$ cat config.mk
export PLATFORM = sky130hd
export DESIGN_NAME = alarm_unit_flat
export DESIGN_NICKNAME = d
export VERILOG_FILES = /design/src/rtl/alarm_unit_if.sv /design/src/rtl/alarm_unit.sv /design/src/flat_wrapper.sv
export SDC_FILE = /design/constraint.sdc
export NUM_CORES = 1
export LEC_CHECK = 0
export ABC_CLOCK_PERIOD_IN_PS = 7100
export CORE_MARGIN = 5
export CORE_UTILIZATION = 59
export CTS_BUF_LIST = sky130_fd_sc_hd__clkbuf_4 sky130_fd_sc_hd__clkbuf_8
export DETAILED_ROUTE_END_ITERATION = 8
export GPL_ROUTABILITY_DRIVEN = 0
export GPL_TIMING_DRIVEN = 0
export PLACE_DENSITY_LB_ADDON = 0.08
export SLEW_MARGIN = 20
export SYNTH_ARGS = -nofsm -noshare
export SYNTH_HDL_FRONTEND = slang
export SYNTH_SLANG_ARGS = --single-unit
$ cat constraint.sdc
create_clock -name clk -period 7.1 [get_ports clk]
set_clock_uncertainty 0.1 [all_clocks]
set_input_delay 1.42 -clock clk [delete_from_list [all_inputs] [get_ports clk]]
set_output_delay 1.42 -clock clk [all_outputs]
set_load 0.02 [all_outputs]
$ cat src/rtl/alarm_unit_if.sv
// Alarm unit bundle: live time digits, user controls, alarm outputs.
interface alarm_unit_if;
  logic       tick;
  logic [1:0] H1;
  logic [3:0] H2;
  logic [2:0] M1;
  logic [3:0] M2;
  logic [2:0] S1;
  logic [3:0] S2;
  logic       alarm_en;
  logic       set_alarm;
  logic       inc_h;
  logic       inc_m;
  logic       updown;
  logic       stop;
  logic       snooze;
  logic [1:0] AH1;
  logic [3:0] AH2;
  logic [2:0] AM1;
  logic [3:0] AM2;
  logic       ring;
  logic       snoozing;
  logic [1:0] snooze_used;

  modport master (
    output tick, H1, H2, M1, M2, S1, S2,
    output alarm_en, set_alarm,
    output inc_h, inc_m, updown,
    output stop, snooze,
    input  AH1, AH2, AM1, AM2,
    input  ring, snoozing, snooze_used
  );

  modport slave (
    input  tick, H1, H2, M1, M2, S1, S2,
    input  alarm_en, set_alarm,
    input  inc_h, inc_m, updown,
    input  stop, snooze,
    output AH1, AH2, AM1, AM2,
    output ring, snoozing, snooze_used
  );
endinterface

$ cat src/rtl/alarm_unit.sv
// Alarm time store, match detector and ring/snooze state machine.
module alarm_unit #(
  parameter int RING_SEC   = 60,
  parameter int SNOOZE_SEC = 300,
  parameter int MAX_SNOOZE = 3
) (
  input logic         clk,
  input logic         rst,
  alarm_unit_if.slave bus
);

  localparam int MAXT =
    (RING_SEC > SNOOZE_SEC) ? RING_SEC : SNOOZE_SEC;
  localparam int TW = $clog2(MAXT + 1);

  typedef enum logic [1:0] {
    IDLE,
    RING,
    SNOOZE
  } state_t;

  state_t        state_q, state_d;
  logic [TW-1:0] timer_q, timer_d;
  logic [TW-1:0] tnext;
  logic [1:0]    used_q, used_d;
  logic [4:0]    ahr_q, ahr_d;
  logic [5:0]    amin_q, amin_d;
  logic          match, match_q, trig;
  logic          force_idle, snz_ok;
  logic [6:0]    hnow, mnow;
  logic [1:0]    ah1;
  logic [2:0]    am1;

  always_comb begin
    ahr_d  = ahr_q;
    amin_d = amin_q;
    if (bus.set_alarm && bus.inc_h) begin
      if (bus.updown)
        ahr_d = (ahr_q == 5'd23) ? 5'd0
                                 : ahr_q + 5'd1;
      else
        ahr_d = (ahr_q == 5'd0) ? 5'd23
                                : ahr_q - 5'd1;
    end
    if (bus.set_alarm && bus.inc_m) begin
      if (bus.updown)
        amin_d = (amin_q == 6'd59) ? 6'd0
                                   : amin_q + 6'd1;
      else
        amin_d = (amin_q == 6'd0) ? 6'd59
                                  : amin_q - 6'd1;
    end
  end

  always_comb begin
    hnow  = {5'd0, bus.H1} * 7'd10
          + {3'd0, bus.H2};
    mnow  = {4'd0, bus.M1} * 7'd10
          + {3'd0, bus.M2};
    match = (hnow == {2'd0, ahr_q})
          & (mnow == {1'd0, amin_q})
          & (bus.S1 == 3'd0)
          & (bus.S2 == 4'd0);
    trig  = match & ~match_q
          & bus.alarm_en & ~bus.set_alarm;
  end

  always_comb begin
    ah1 = (ahr_q >= 5'd20) ? 2'd2 :
          (ahr_q >= 5'd10) ? 2'd1 : 2'd0;
    am1 = (amin_q >= 6'd50) ? 3'd5 :
          (amin_q >= 6'd40) ? 3'd4 :
          (amin_q >= 6'd30) ? 3'd3 :
          (amin_q >= 6'd20) ? 3'd2 :
          (amin_q >= 6'd10) ? 3'd1 : 3'd0;
  end

  assign bus.AH1 = ah1;
  assign bus.AH2 = 4'(ahr_q - {3'd0, ah1} * 5'd10);
  assign bus.AM1 = am1;
  assign bus.AM2 = 4'(amin_q - {3'd0, am1} * 6'd10);

  assign force_idle = ~bus.alarm_en | bus.set_alarm;
  assign snz_ok     = used_q < 2'(MAX_SNOOZE);
  assign tnext      = timer_q + TW'(1);

  always_comb begin
    state_d = state_q;
    timer_d = timer_q;
    used_d  = used_q;
    if (force_idle) begin
      state_d = IDLE;
      timer_d = '0;
    end else begin
      unique case (state_q)
        IDLE: begin
          if (trig) begin
            state_d = RING;
            used_d  = 2'd0;
            timer_d = '0;
          end
        end
        RING: begin
          if (bus.stop) begin
            state_d = IDLE;
            timer_d = '0;
          end else if (bus.snooze && snz_ok) begin
            state_d = SNOOZE;
            used_d  = used_q + 2'd1;
            timer_d = '0;
          end else if (bus.tick) begin
            // timer counts ticks already spent ringing
            if (tnext == TW'(RING_SEC)) begin
              state_d = IDLE;
              timer_d = '0;
            end else begin
              timer_d = tnext;
            end
          end
        end
        SNOOZE: begin
          if (bus.stop) begin
            state_d = IDLE;
            timer_d = '0;
          end else if (bus.tick) begin
            if (tnext == TW'(SNOOZE_SEC)) begin
              state_d = RING;
              timer_d = '0;
            end else begin
              timer_d = tnext;
            end
          end
        end
        default: begin
          state_d = IDLE;
          timer_d = '0;
        end
      endcase
    end
  end

  always_ff @(posedge clk or negedge rst) begin
    if (!rst) begin
      state_q <= IDLE;
      timer_q <= '0;
      used_q  <= 2'd0;
      ahr_q   <= 5'd0;
      amin_q  <= 6'd0;
      match_q <= 1'b0;
    end else begin
      state_q <= state_d;
      timer_q <= timer_d;
      used_q  <= used_d;
      ahr_q   <= ahr_d;
      amin_q  <= amin_d;
      match_q <= match;
    end
  end

  assign bus.ring        = (state_q == RING);
  assign bus.snoozing    = (state_q == SNOOZE);
  assign bus.snooze_used = used_q;

endmodule

$ cat src/flat_wrapper.sv
// flat-port wrapper written by rule: the top's interface ports become plain ports
module alarm_unit_flat 
#(
  parameter int RING_SEC   = 60,
  parameter int SNOOZE_SEC = 300,
  parameter int MAX_SNOOZE = 3
)
  (clk, rst, bus_tick, bus_H1, bus_H2, bus_M1, bus_M2, bus_S1, bus_S2, bus_alarm_en, bus_set_alarm, bus_inc_h, bus_inc_m, bus_updown, bus_stop, bus_snooze, bus_AH1, bus_AH2, bus_AM1, bus_AM2, bus_ring, bus_snoozing, bus_snooze_used);
  alarm_unit_if bus_i ();
  input logic clk;
  input logic rst;
  input wire logic [$bits(bus_i.tick)-1:0] bus_tick;
  input wire logic [$bits(bus_i.H1)-1:0] bus_H1;
  input wire logic [$bits(bus_i.H2)-1:0] bus_H2;
  input wire logic [$bits(bus_i.M1)-1:0] bus_M1;
  input wire logic [$bits(bus_i.M2)-1:0] bus_M2;
  input wire logic [$bits(bus_i.S1)-1:0] bus_S1;
  input wire logic [$bits(bus_i.S2)-1:0] bus_S2;
  input wire logic [$bits(bus_i.alarm_en)-1:0] bus_alarm_en;
  input wire logic [$bits(bus_i.set_alarm)-1:0] bus_set_alarm;
  input wire logic [$bits(bus_i.inc_h)-1:0] bus_inc_h;
  input wire logic [$bits(bus_i.inc_m)-1:0] bus_inc_m;
  input wire logic [$bits(bus_i.updown)-1:0] bus_updown;
  input wire logic [$bits(bus_i.stop)-1:0] bus_stop;
  input wire logic [$bits(bus_i.snooze)-1:0] bus_snooze;
  output wire logic [$bits(bus_i.AH1)-1:0] bus_AH1;
  output wire logic [$bits(bus_i.AH2)-1:0] bus_AH2;
  output wire logic [$bits(bus_i.AM1)-1:0] bus_AM1;
  output wire logic [$bits(bus_i.AM2)-1:0] bus_AM2;
  output wire logic [$bits(bus_i.ring)-1:0] bus_ring;
  output wire logic [$bits(bus_i.snoozing)-1:0] bus_snoozing;
  output wire logic [$bits(bus_i.snooze_used)-1:0] bus_snooze_used;
  assign bus_i.tick = bus_tick;
  assign bus_i.H1 = bus_H1;
  assign bus_i.H2 = bus_H2;
  assign bus_i.M1 = bus_M1;
  assign bus_i.M2 = bus_M2;
  assign bus_i.S1 = bus_S1;
  assign bus_i.S2 = bus_S2;
  assign bus_i.alarm_en = bus_alarm_en;
  assign bus_i.set_alarm = bus_set_alarm;
  assign bus_i.inc_h = bus_inc_h;
  assign bus_i.inc_m = bus_inc_m;
  assign bus_i.updown = bus_updown;
  assign bus_i.stop = bus_stop;
  assign bus_i.snooze = bus_snooze;
  assign bus_AH1 = bus_i.AH1;
  assign bus_AH2 = bus_i.AH2;
  assign bus_AM1 = bus_i.AM1;
  assign bus_AM2 = bus_i.AM2;
  assign bus_ring = bus_i.ring;
  assign bus_snoozing = bus_i.snoozing;
  assign bus_snooze_used = bus_i.snooze_used;
  alarm_unit #(.RING_SEC(RING_SEC), .SNOOZE_SEC(SNOOZE_SEC), .MAX_SNOOZE(MAX_SNOOZE)) u_core (.clk(clk), .rst(rst), .bus(bus_i));
endmodule
Yosys cells after proc, flatten, opt, wreduce, memory -nomap -nowiden:

Cells that the tools add are included.

* register bits: 25
* word-level logic and storage cells: 104

* add/sub/neg operators: 10
* multiply operators: 4
* magnitude comparators: 8
* equal/unequal tests: 16
* mux-type cells: 37
* bitwise operators: 11
* reduce and logical (&&, ||, !) cells: 12

Operators by type and width (count)
* $mux W9: 9
* $pmux W9 S3: 1
* $mux W2: 13
* $mux W6: 3
* $mux W5: 3
* $ge A6 B5 Y1 const B: 2
* $ge A6 B6 Y1 const B: 2
* $mux W3: 4
* $reduce_and A5 Y1: 2
* $add A9 B1 Y9 const B: 1
* $eq A9 B6 Y1 const B: 1
* $eq A9 B9 Y1 const B: 1
* $sub A4 B4 Y4: 2
* $add A6 B4 Y7: 1
* $add A7 B4 Y7: 1
* $eq A7 B5 Y1: 1
* $eq A7 B6 Y1: 1
* $add A6 B1 Y6 const B: 1
* $and A1 B1 Y1: 6
* $eq A6 B6 Y1 const B: 1
* $ge A6 B4 Y1 const B: 1
* $logic_not A6 Y1: 1
* $mul A3 B3 Y6 const B: 1
* $pmux W2 S3: 1
* other kinds (31): 38

Longest topological paths before layout:

Gate-level depths: netlist of run 1.

* depth after elaboration: 12
* gate-level depth with buffers: 11

Least setup slack after synthesis of run 1:

No wires, ideal clock.

* path type: reg-to-output
* start point: register u_core.amin_q[0]
* end point: output bus_AM2[3]
* arrival: 2.644 ns
* data required time: 5.580 ns
* path slack: 2.936 ns
* stages on the path, launching flop included: 11
* cell sequence: dfrtp_1 > inv_1 > ha_1 > nor3_1 > a211oi_1 > a21oi_1 > o31ai_1 > ha_1 > fa_1 > xnor2_1 > xnor2_1

* word-level cells in the longest chain between the ends: 8
* elaborated cells between the ends (all ways): 12

Ends and longest elaborated chain
* from (decl): line alarm_unit.sv:27 `logic [5:0] amin_q, amin_d;`
* from (signal assigned): line alarm_unit.sv:155 `amin_q <= amin_d;`
* $ge A6 B4 Y1: line alarm_unit.sv:75 `(amin_q >= 6'd10) ? 3'd1 : 3'd0;`
* $mux W1: line alarm_unit.sv:75
* $mux W3: line alarm_unit.sv:74 `(amin_q >= 6'd20) ? 3'd2 :`
* $mux W3: line alarm_unit.sv:73 `(amin_q >= 6'd30) ? 3'd3 :`
* $mux W3: line alarm_unit.sv:72 `(amin_q >= 6'd40) ? 3'd4 :`
* $mux W3 (*): line alarm_unit.sv:71 `am1 = (amin_q >= 6'd50) ? 3'd5 :`
* net bus_AM1[0]: line flat_wrapper.sv:28 `output wire logic [$bits(bus_i.AM1)-1:0] bus_AM1;`
* $mul A3 B3 Y3 (*): line alarm_unit.sv:81 `assign bus.AM2 = 4'(amin_q - {3'd0, am1} * 6'd10);`
* $sub A4 B4 Y4 (*): line alarm_unit.sv:81
* to (decl): line flat_wrapper.sv:29 `output wire logic [$bits(bus_i.AM2)-1:0] bus_AM2;`

Mark *: on every way through the listed nets, which the timed path passes. The rest lies on a longest branch.

Worst setup path in the final report of run 1:

* start point: register u_core.amin_q[0]
* end point: output bus_AM2[3]

* word-level cells in the longest chain between the ends: 8
* elaborated cells between the ends (all ways): 12

Ends and longest elaborated chain (line)
* $ge A6 B4 Y1: alarm_unit.sv:75
* $mux W1: alarm_unit.sv:75
* $mux W3: alarm_unit.sv:74
* $mux W3: alarm_unit.sv:73
* $mux W3: alarm_unit.sv:72
* $mux W3: alarm_unit.sv:71
* $mul A3 B3 Y3: alarm_unit.sv:81
* $sub A4 B4 Y4 (*): alarm_unit.sv:81

Every way passes the cells marked *; elsewhere a longest branch is shown, timed or not.

==> out/metrics.yaml, run 1 <==
outcome: "finished, final reports clean"
initial_core_util_pct: 60.6
p_leak_uw: 0.00134
nFillCells: 346
post_route_cells_drive_above_1_share_pct: 6.49
slew_headroom_pct: 47.6
slew_viol_final: 0
rsz0062_at_grt: "no"
critPathMaxStageDelay_ns: 0.62
critPathRequiredTime_ns: 5.58
maxCapViolCount: 0
finalNetCount: 429
track_usage_pct: 21.7
first_pass_iters: 5
crit_path_cell_trace: "inv_1, ha_1, nor3_1, a211oi_1, a21oi_1, o31ai_1, ha_1, fa_1, xnor2_1, xnor2_1, clkdlybuf4s50_1"
hpwlAfterDp_microns: 4830
min_period_ns: 4.74
clkSinkCount: 25
critPathKind: "reg2out"
tightestPinTransition_ns: 0.782
crit_fanout: 7
syn_inst: 321
synth_nets: 379
cts_tree: "yes"
start_kind: "register"
fmax_mhz: 211
p_per_area_nw_per_um2: 287
fin_tns_setup_ns: 0
synth_seq_cells: 25
grt_max_degree: 26
route.vias.total: 2558
setup_ws_ns: 2.36
setup_viol: 0
synth_cell_types: 68
hold_path_class: "reg2reg"
ios: 47
grt_pass1_wl_microns: 10900
critical_path_buf_inv_count: 2
grt_pass1_vias: 2360
cp_top_family: "adder cells"
yosys_warnings: 0
seq_area_frac_synth_pct: 23.7
h-tree-depth: 1
syn_area_per_cell_sq_um: 8.22
postCtsSetupBuffers: 0
area_growth_pct: 21.2
postRouteWirelength_microns: 6390
dieArea_sq_um: 5910
r2r_slack_ns: 4.31
dp_slack_ns: 2.40
clk_path_buf_depth: 2
ir_drop_mv: 0.372
fin_crit_sh_pct: 66.8
ant_nets: 0
hold_buffers: 0
async_flop_share_pct: 100
cts_root_buf: "clkbuf_8"
synth_edf_count: 0
insertion_delay_ns: 0.28
wl_per_cell_microns: 15.1
diodes: 0
die_x_microns: 76.9
crit_path_end_kind: "primary output"
reg2reg_depth: 8
fp-row-count: 24
cts_made_buffers: 3
path_clk_slew_ns: 0.10
finalHoldViolations: 0
final_util_pct: 73.5
syn-cell-area_sq_um: 2640
die_h_microns: 76.9
cp_slowest_cell: "clkdlybuf4s50_1"
drt_iter0_markers: 291
holdPathStages: 1
antenna_found_initial: 0
cts_resized: 0
cp_num_cells: 11
grt_overflow: 0
via_per_inst: 6.06
core_sq_um: 4350
arrival_ns: 3.22
synthFlopType: "dfrtp_1"
io_buffers: 45
drc: 0
final cells by class:
cell class | instances | area [sq um] | share of cell area [%]
Sequential cell | 25 | 626 | 19.6
Buffer | 15 | 72.6 | 2.27
Multi-Input combinational cell | 250 | 1830 | 57.1
Clock buffer | 3 | 41.3 | 1.29
Clock inverter | 1 | 7.51 | 0.235
Inverter | 31 | 116 | 3.64
Tap cell | 52 | 65.1 | 2.03
Timing Repair Buffer | 45 | 445 | 13.9
Yosys cell counts (5+ instances only):
cell	n	area [sq um]
a21oi_1	20	100
o21ai_0	23	115
clkbuf_1	11	41.3
dfrtp_1	25	626
ha_1	24	300
nand4_1	7	43.8
nand3_1	14	70.1
xnor2_1	17	149
o21ai_1	5	25.0
inv_1	30	113
nand2b_1	5	31.3
nor3_1	9	45.0
nor2_1	19	71.3
nand2_1	23	86.3
routing by layer:
| metal | GRT usage, % | part of all wire, % | up-vias |
|---|---|---|---|
| li1 | - | - | 1255 |
| met1 | 31.5 | 47 | 1194 |
| met2 | 33.7 | 45 | 103 |
| met3 | 4.10 | 7.3 | 6 |
| met4 | 4.20 | 0.94 | 0 |
| met5 | 0 | 0 | - |
cells by family (layout without fill, tap and decap cells):
| logic type | Yosys count | count (layout) | synth area share [%] |
|---|---|---|---|
| AOI/OAI and AO/OA | 91 | 91 | 23.4 |
| xor gates and xnor gates | 21 | 21 | 6.97 |
| adders and majority gates | 28 | 28 | 14.4 |
| buffers and inverters | 46 | 95 | 7.16 |
| DFF | 25 | 25 | 23.7 |
| muxes | 4 | 4 | 1.75 |
| and+or+nand+nor | 106 | 106 | 22.6 |
worst register-to-register path, delay by kind of cell, from the launching register on:
family                 cells  cell delay, ns
AOI/OAI and AO/OA          6            1.73
buffers and inverters      1            0.34
DFF                        1            0.33
and+or+nand+nor            1            0.20
registers in the layout, indices dropped and copies added, names as in the netlist:
| signal | count |
|---|---|
| u_core.bus.snooze_used | 2 |
| u_core.timer_q | 9 |
| u_core.state_q | 2 |
| u_core.ahr_q | 5 |
| u_core.amin_q | 6 |
| u_core.match_q | 1 |
worst paths after layout:
path                                   start           endpoint
setup / recovery            u_core.amin_q[0]         bus_AM2[3]
hold / removal             u_core.timer_q[0]  u_core.timer_q[0]
setup reg to reg             u_core.ahr_q[4]  u_core.timer_q[3]
hold reg to reg            u_core.timer_q[0]  u_core.timer_q[0]
max in group asynchronous                rst     u_core.match_q
min in group asynchronous                rst   u_core.amin_q[5]
where the power goes:
part | total [uW] | switching (uW) | internal [uW] | leakage, uW
sequential | 190 | 23.1 | 167 | 0.000321
combinational | 636 | 356 | 280 | 0.000993
clock | 92.0 | 52.0 | 39.9 | 0.0000217
total | 918 | 432 | 486 | 0.00134
cells in the final DEF, fill, tap and decap left out, drive strengths merged, types with 3 or more instances in the layout:
cell type	count
a31oi	4
a21boi	4
o22ai	4
nand3	15
nand4	7
clkdlybuf4s50	44
nor4	3
dfrtp	25
nand2	24
and3	4
o31ai	5
nor2	19
o21ai	28
fa	4
ha	24
inv	30
a211o	3
a21oi	20
nor3	9
nor2b	3
a211oi	3
clkbuf	14
xnor2	17
a21o	3
buf	5
xor2	4
nand2b	5
per-stage QoR:
step | cells | total power [uW] | cell area [sq um] | hold WS (ns)
after CTS | 422 | 918 | 3200 | 0.409
final | 422 | 918 | 3200 | 0.405
after global routing | 422 | 990 | 3200 | 0.450
after global placement | 418 | 810 | 3160 | 0.385
after detailed placement | 418 | 824 | 3150 | 0.391
after floorplan | 321 | 606 | 2640 | 0.365
(Power assumes the default switching activity.)
==> run 2: changes to the inputs <==
Settings changed: ABC_CLOCK_PERIOD_IN_PS 7100 to 5000, CORE_UTILIZATION 59 to 55.
Clock period 7.1 ns to 5 ns, I/O delays scaled along.
==> run 2 against run 1 <==
Total power increased by 41%; critical path depth unchanged; global-route usage decreased by 1.2 points; critical path type unchanged; highest routed layer unchanged; sequential share of layout area about the same; cell area about the same; via count decreased by 1.2%.
==> out/metrics.yaml, run 2 (synthesis gave the netlist of run 1 again) <==
min_period_ns: 4.35
wl_per_cell_microns: 14.6  # -3.7%
fmax_mhz: 230
postRouteWirelength_microns: 6180  # -3.3%
arrival_ns: 3.25  # +0.03 ns
area_growth_pct: 21.3  # about the same
dp_slack_ns: 0.690  # -1.71 ns
final_cell_mix: "44 x clkdlybuf4s50_1, 30 x inv_1, 25 x dfrtp_1"
finalHoldViolations: 0  # unchanged
crit_path_end_kind: "primary output"
initial_core_util_pct: 56.3  # -4.4 points
route.vias.total: 2528  # -1.2%
crit_fanout: 7  # unchanged
ant_nets: 0  # unchanged
rsz0062_at_grt: "no"
clkSinkCount: 25  # unchanged
cts_made_buffers: 3  # unchanged
tightestPinTransition_ns: 0.805  # +0.0231 ns
via_per_inst: 5.96  # -1.6%
path_clk_slew_ns: 0.10  # about the same
track_usage_pct: 20.5  # -1.2 points
grt_overflow: 0  # unchanged
postCtsSetupBuffers: 0  # unchanged
grt_pass1_wl_microns: 10600  # -2.4%
regMostFlops: "u_core.timer_q"
dp_cells: 420  # +0.48%
maxCapViolCount: 0  # unchanged
hpwlAfterDp_microns: 4840  # +0.17%
finalNetCount: 429  # unchanged
clk_path_buf_depth: 2  # unchanged
h-tree-depth: 1  # unchanged
final_common_cell: "clkdlybuf4s50_1"
hold_path_class: "reg2reg"
hold_buffers: 0  # unchanged
die_x_microns: 79.3  # +3.1%
instances_no_fill: 424  # +0.47%
cts_resized: 0  # unchanged
slew_viol_final: 0  # unchanged
core_sq_um: 4690  # +7.8%
outcome: "finished, final reports clean"
ir_drop_mv: 0.501  # +35%
post_route_cells_drive_above_1_share_pct: 6.49  # unchanged
setup_viol: 0  # unchanged
ios: 47  # unchanged
p_per_area_nw_per_um2: 404  # +41%
reg_top3: "u_core.timer_q: 9 flops, u_core.amin_q: 6 flops, u_core.ahr_q: 5 flops"
whs_ns: 0.415  # +0.0101 ns
cts_root_buf: "clkbuf_8"
setup_ws_ns: 0.652  # -1.71 ns
dieArea_sq_um: 6290  # +6.3%
grt_max_degree: 26  # unchanged
fin_crit_sh_pct: 87.0
drt_iter0_markers: 147  # -49%
fin_tns_setup_ns: 0  # unchanged
slew_headroom_pct: 46.0  # -1.5 points
insertion_delay_ns: 0.28  # about the same
fp-row-count: 25  # +4.2%
critPathKind: "reg2out"
die_h_microns: 79.3  # +3.1%
p_leak_uw: 0.00134  # unchanged
antenna_found_initial: 0  # unchanged
critPathRequiredTime_ns: 3.90  # -1.68 ns
grt_pass1_vias: 2442  # +3.5%
cts_tree: "yes"
drc: 0  # unchanged
diodes: 0  # unchanged
start_kind: "register"
first_pass_iters: 4  # -1
largest_register_ffs: 9  # unchanged
nFillCells: 421  # +22%
io_buffers: 45  # unchanged
==> run 2: cell counts in the layout (fill, tap and decap cells not counted) <==
Identical to the previous run, type by type.
==> run 2: cell type report <==
cell class | count | area [sq um] | area share (%)
Inverter | 31 | 116 | 3.63
Clock buffer | 3 | 41.3 | 1.29
Timing Repair Buffer | 45 | 445 | 13.9
Buffer | 15 | 72.6 | 2.27
Tap cell | 54 | 67.6 | 2.11
Sequential cell | 25 | 626 | 19.5
Clock inverter | 1 | 7.51 | 0.234
Multi-Input combinational cell | 250 | 1830 | 57.0
==> run 2: routing by layer <==
layer	GRT usage, %	vias up	share of wire, %
met4	5.33	0	0.91
met3	2.61	7	5.9
met2	33.8	75	47
met1	28.4	1194	46
met5	0	-	0
li1	-	1252	-
==> run 2: through the flow <==
step                instance area [sq um]  power, uW  util (%)
finish                               3200       1290      68.2
global route                         3200       1400      68.2
floorplan                            2640        860         -
CTS                                  3200       1300      68.2
detailed placement                   3150       1170      67.2
global placement                     3160       1150      67.3
==> run 2: critical path, stage by stage (launching register included) <==
cell,delay (ns)
dfrtp_1,0.51
inv_1,0.21
ha_1,0.27
nor3_1,0.15
a211oi_1,0.07
a21oi_1,0.14
o31ai_1,0.10
ha_1,0.21
fa_1,0.37
xnor2_1,0.17
xnor2_1,0.14
clkdlybuf4s50_1,0.63
==> run 2: power breakdown <==
part	switching [uW]	internal [uW]	leakage [uW]	total, uW
Clock	73.1	56.8	0.0000217	130
Sequential	32.9	237	0.000321	270
Combinational	496	397	0.000993	893
Total	602	690	0.00134	1290
==> run 2: path summary, 6_finish.rpt <==
kind / start / end / slack [ns] / cells after the start
min: u_core.timer_q[0] / u_core.timer_q[0] / 0.42 / 1
min in group asynchronous: rst / u_core.state_q[1] / 0.60 / 1
max in group asynchronous: rst / u_core.amin_q[1] / 3.81 / 1
max: u_core.amin_q[0] / bus_AM2[3] / 0.65 / 11
max reg2reg: u_core.amin_q[1] / u_core.timer_q[8] / 2.30 / 9
min reg2reg: u_core.timer_q[0] / u_core.timer_q[0] / 0.42 / 1
==> run 3: changes to the inputs <==
Settings changed: ABC_AREA from default to 1, PLACE_DENSITY from default to 0.83, PLACE_DENSITY_LB_ADDON 0.08 to default, SLEW_MARGIN 20 to 40.
==> run 3 against run 2 <==
Via count is 7.1% higher; hold slack worse by 0.0041 ns; area after synthesis is 1.9% higher; synthesized cell count is 27% higher; final cell count is 23% higher; core utilization is 0.98 points higher.
==> out/metrics.yaml, run 3 <==
grt_max_degree: 26  # unchanged
whs_ns: 0.411  # -0.00408 ns
fmax_mhz: 234  # +1.6%
synth_top_area_share_pct: 23.2  # -0.45 points
syn-cell-area_sq_um: 2690  # +1.9%
tightestPinTransition_ns: 0.551  # -0.254 ns
slew_viol_final: 0  # unchanged
arrival_ns: 3.18  # -0.07 ns
post_route_cells_drive_above_1_share_pct: 7.24  # +0.75 points
route.vias.total: 2707  # +7.1%
drt_iter0_markers: 104  # -29%
cts_made_buffers: 3  # unchanged
synthTopCellsByArea: "dfrtp_1 23%, nand2_1 15%, ha_1 11%"
yosysMostFrequentCell: "nand2_1"
syn_inst: 407  # +27%
synthXorXnorAreaFrac_pct: 6.18  # -0.78 points
critPathKind: "reg2out"
grt_pass1_wl_microns: 10800  # +1.0%
grt_pass1_vias: 2651  # +8.6%
synth_cell_types: 37  # -46%
cts_tree: "yes"
postCtsSetupBuffers: 0  # unchanged
crit_path_end_kind: "primary output"
start_kind: "register"
setup_viol: 0  # unchanged
yosys.area_share.simple_pct: 32.5  # +9.8 points
diodes: 0  # unchanged
wl_per_cell_microns: 11.7  # -20%
synth_common_cells: "108 x nand2_1, 69 x inv_1, 44 x nor2_1"
yosys_warnings: 0  # unchanged
fin_tns_setup_ns: 0  # unchanged
cp_slowest_cell: "clkdlybuf4s50_1"
final_area_sq_um: 3270  # +2.1%
final_common_cell: "nand2_1"
postRouteWirelength_microns: 6130  # -0.71%
largest_register_ffs: 9  # unchanged
hold_path_class: "reg2reg"
syn_area_per_cell_sq_um: 6.61  # -20%
die_x_microns: 80.0  # +0.85%
reg_top3: "u_core.timer_q: 9 flops, u_core.amin_q: 6 flops, u_core.ahr_q: 5 flops"
track_usage_pct: 20.2  # -0.28 points
insertion_delay_ns: 0.27  # about the same
path_clk_slew_ns: 0.08  # -0.02 ns
clkSinkCount: 25  # unchanged
cts_root_buf: "clkbuf_8"
dieArea_sq_um: 6390  # +1.7%
slew_headroom_pct: 63.3  # +17 points
cts_resized: 0  # unchanged
maxCapViolCount: 0  # unchanged
ant_nets: 0  # unchanged
synth_top_family_by_area: "simple AND/OR/NAND/NOR gates"
regMostFlops: "u_core.timer_q"
critPathMaxStageDelay_ns: 0.62  # about the same
synth_edf_count: 0  # unchanged
async_flop_share_pct: 100  # unchanged
crit_path_cell_trace: "inv_1, ha_1, nor2_1, o21ai_0, nand2_1, nand3_1, o21ai_0, nand2_1, ha_1, fa_1, xnor2_1, xor2_1, clkdlybuf4s50_1"
outcome: "finished, final reports clean"
via_per_inst: 5.18  # -13%
critPathRequiredTime_ns: 3.90  # about the same
hpwlAfterDp_microns: 5030  # +4.1%
synthFlopType: "dfrtp_1"
min_period_ns: 4.28  # -0.0688 ns
hold_buffers: 0  # unchanged
seq_area_frac_synth_pct: 23.2  # -0.45 points
rsz0062_at_grt: "no"
fin_crit_sh_pct: 85.6  # -1.4 points
synth_top_area_cell: "dfrtp_1"
p_leak_uw: 0.00167  # +25%
ios: 47  # unchanged
area_growth_pct: 21.5
yosys-mux-area-fraction_pct: 0  # -1.8 points
finalHoldViolations: 0  # unchanged
die_h_microns: 80.0  # +0.85%
first_pass_iters: 4  # unchanged
drc: 0  # unchanged
fp-row-count: 25  # unchanged
finalNetCount: 515  # +20%
crit_fanout: 7  # unchanged
clk_path_buf_depth: 2  # unchanged
initial_core_util_pct: 57.0  # +0.71 points
place_area_sq_um: 3220  # +2.1%
grt_overflow: 0  # unchanged
antenna_found_initial: 0  # unchanged
final_cell_mix: "108 x nand2_1, 69 x inv_1, 44 x nor2_1, 44 x clkdlybuf4s50_1"
core_sq_um: 4720  # +0.67%
p_per_area_nw_per_um2: 407  # +0.77%
h-tree-depth: 1  # unchanged
synth-compound-area-share_pct: 10.8  # -13 points
ir_drop_mv: 0.357  # -29%
synth_nets: 465  # +23%
synth_fa_ha_area_share_pct: 14.1  # -0.27 points
synth_seq_cells: 25  # unchanged
io_buffers: 45  # unchanged
## run 3: worst paths after layout
kind                                    from                        end  slack, ns  cells after the start
max                         u_core.amin_q[0]                 bus_AM2[3]       0.72                     13
min                        u_core.timer_q[8]          u_core.timer_q[8]       0.41                      2
max reg2reg                u_core.timer_q[0]          u_core.state_q[0]       2.92                     14
min reg2reg                u_core.timer_q[8]          u_core.timer_q[8]       0.41                      2
max in group asynchronous                rst  u_core.bus.snooze_used[0]       3.82                      1
min in group asynchronous                rst          u_core.timer_q[5]       0.61                      1
## run 3: power breakdown
part | total (uW) | switching, uW | internal [uW]
Clock | 125 | 62.8 | 62.4
Sequential | 280 | 41.3 | 238
Combinational | 925 | 518 | 408
## run 3: cell families (layout without fill, tap and decap cells)
family | after synthesis | count (layout)
xor+xnor | 19 | 19
simple gates | 201 | 201
flops | 25 | 25
fa+ha+maj | 28 | 28
buf+inv | 84 | 133
compound gates | 50 | 50
## run 3: area by class of cell
cell class	count	area (sq um)
Tap cell	67	83.8
Timing Repair Buffer	45	445
Clock buffer	4	48.8
Sequential cell	25	626
Fill cell	394	1450
Multi-Input combinational cell	298	1710
Inverter	73	274
Buffer	11	81.3
## run 3: through the flow
step                      utilization [%]  setup slack (ns)  power, uW  instances
after floorplan                         -              1.51        879        407
after global placement               68.3              1.09       1180        519
after detailed placement             68.2              1.07       1210        519
after CTS                            69.2             0.759       1340        523
after global routing                 69.2             0.465       1450        523
final                                69.2             0.721       1330        523
## run 3: metal layers
metal | routed length [microns] | part of all wire [%] | track usage, % | vias up
li1 | - | - | - | 1379
met1 | 2720 | 44 | 24.1 | 1235
met2 | 3030 | 49 | 38.2 | 85
met3 | 319 | 5.2 | 1.69 | 8
met4 | 65 | 1.1 | 5.74 | 0
met5 | 0 | 0 | 0 | -
## run 3: worst max-delay path, delay by kind of cell (launching register included)
kind | cells | cell delay (ns)
xor gates and xnor gates | 2 | 0.32
DFF | 1 | 0.46
buffers and inverters | 2 | 0.79
adders and majority gates | 3 | 0.83
AOI/OAI and AO/OA | 2 | 0.17
and+or+nand+nor | 4 | 0.34
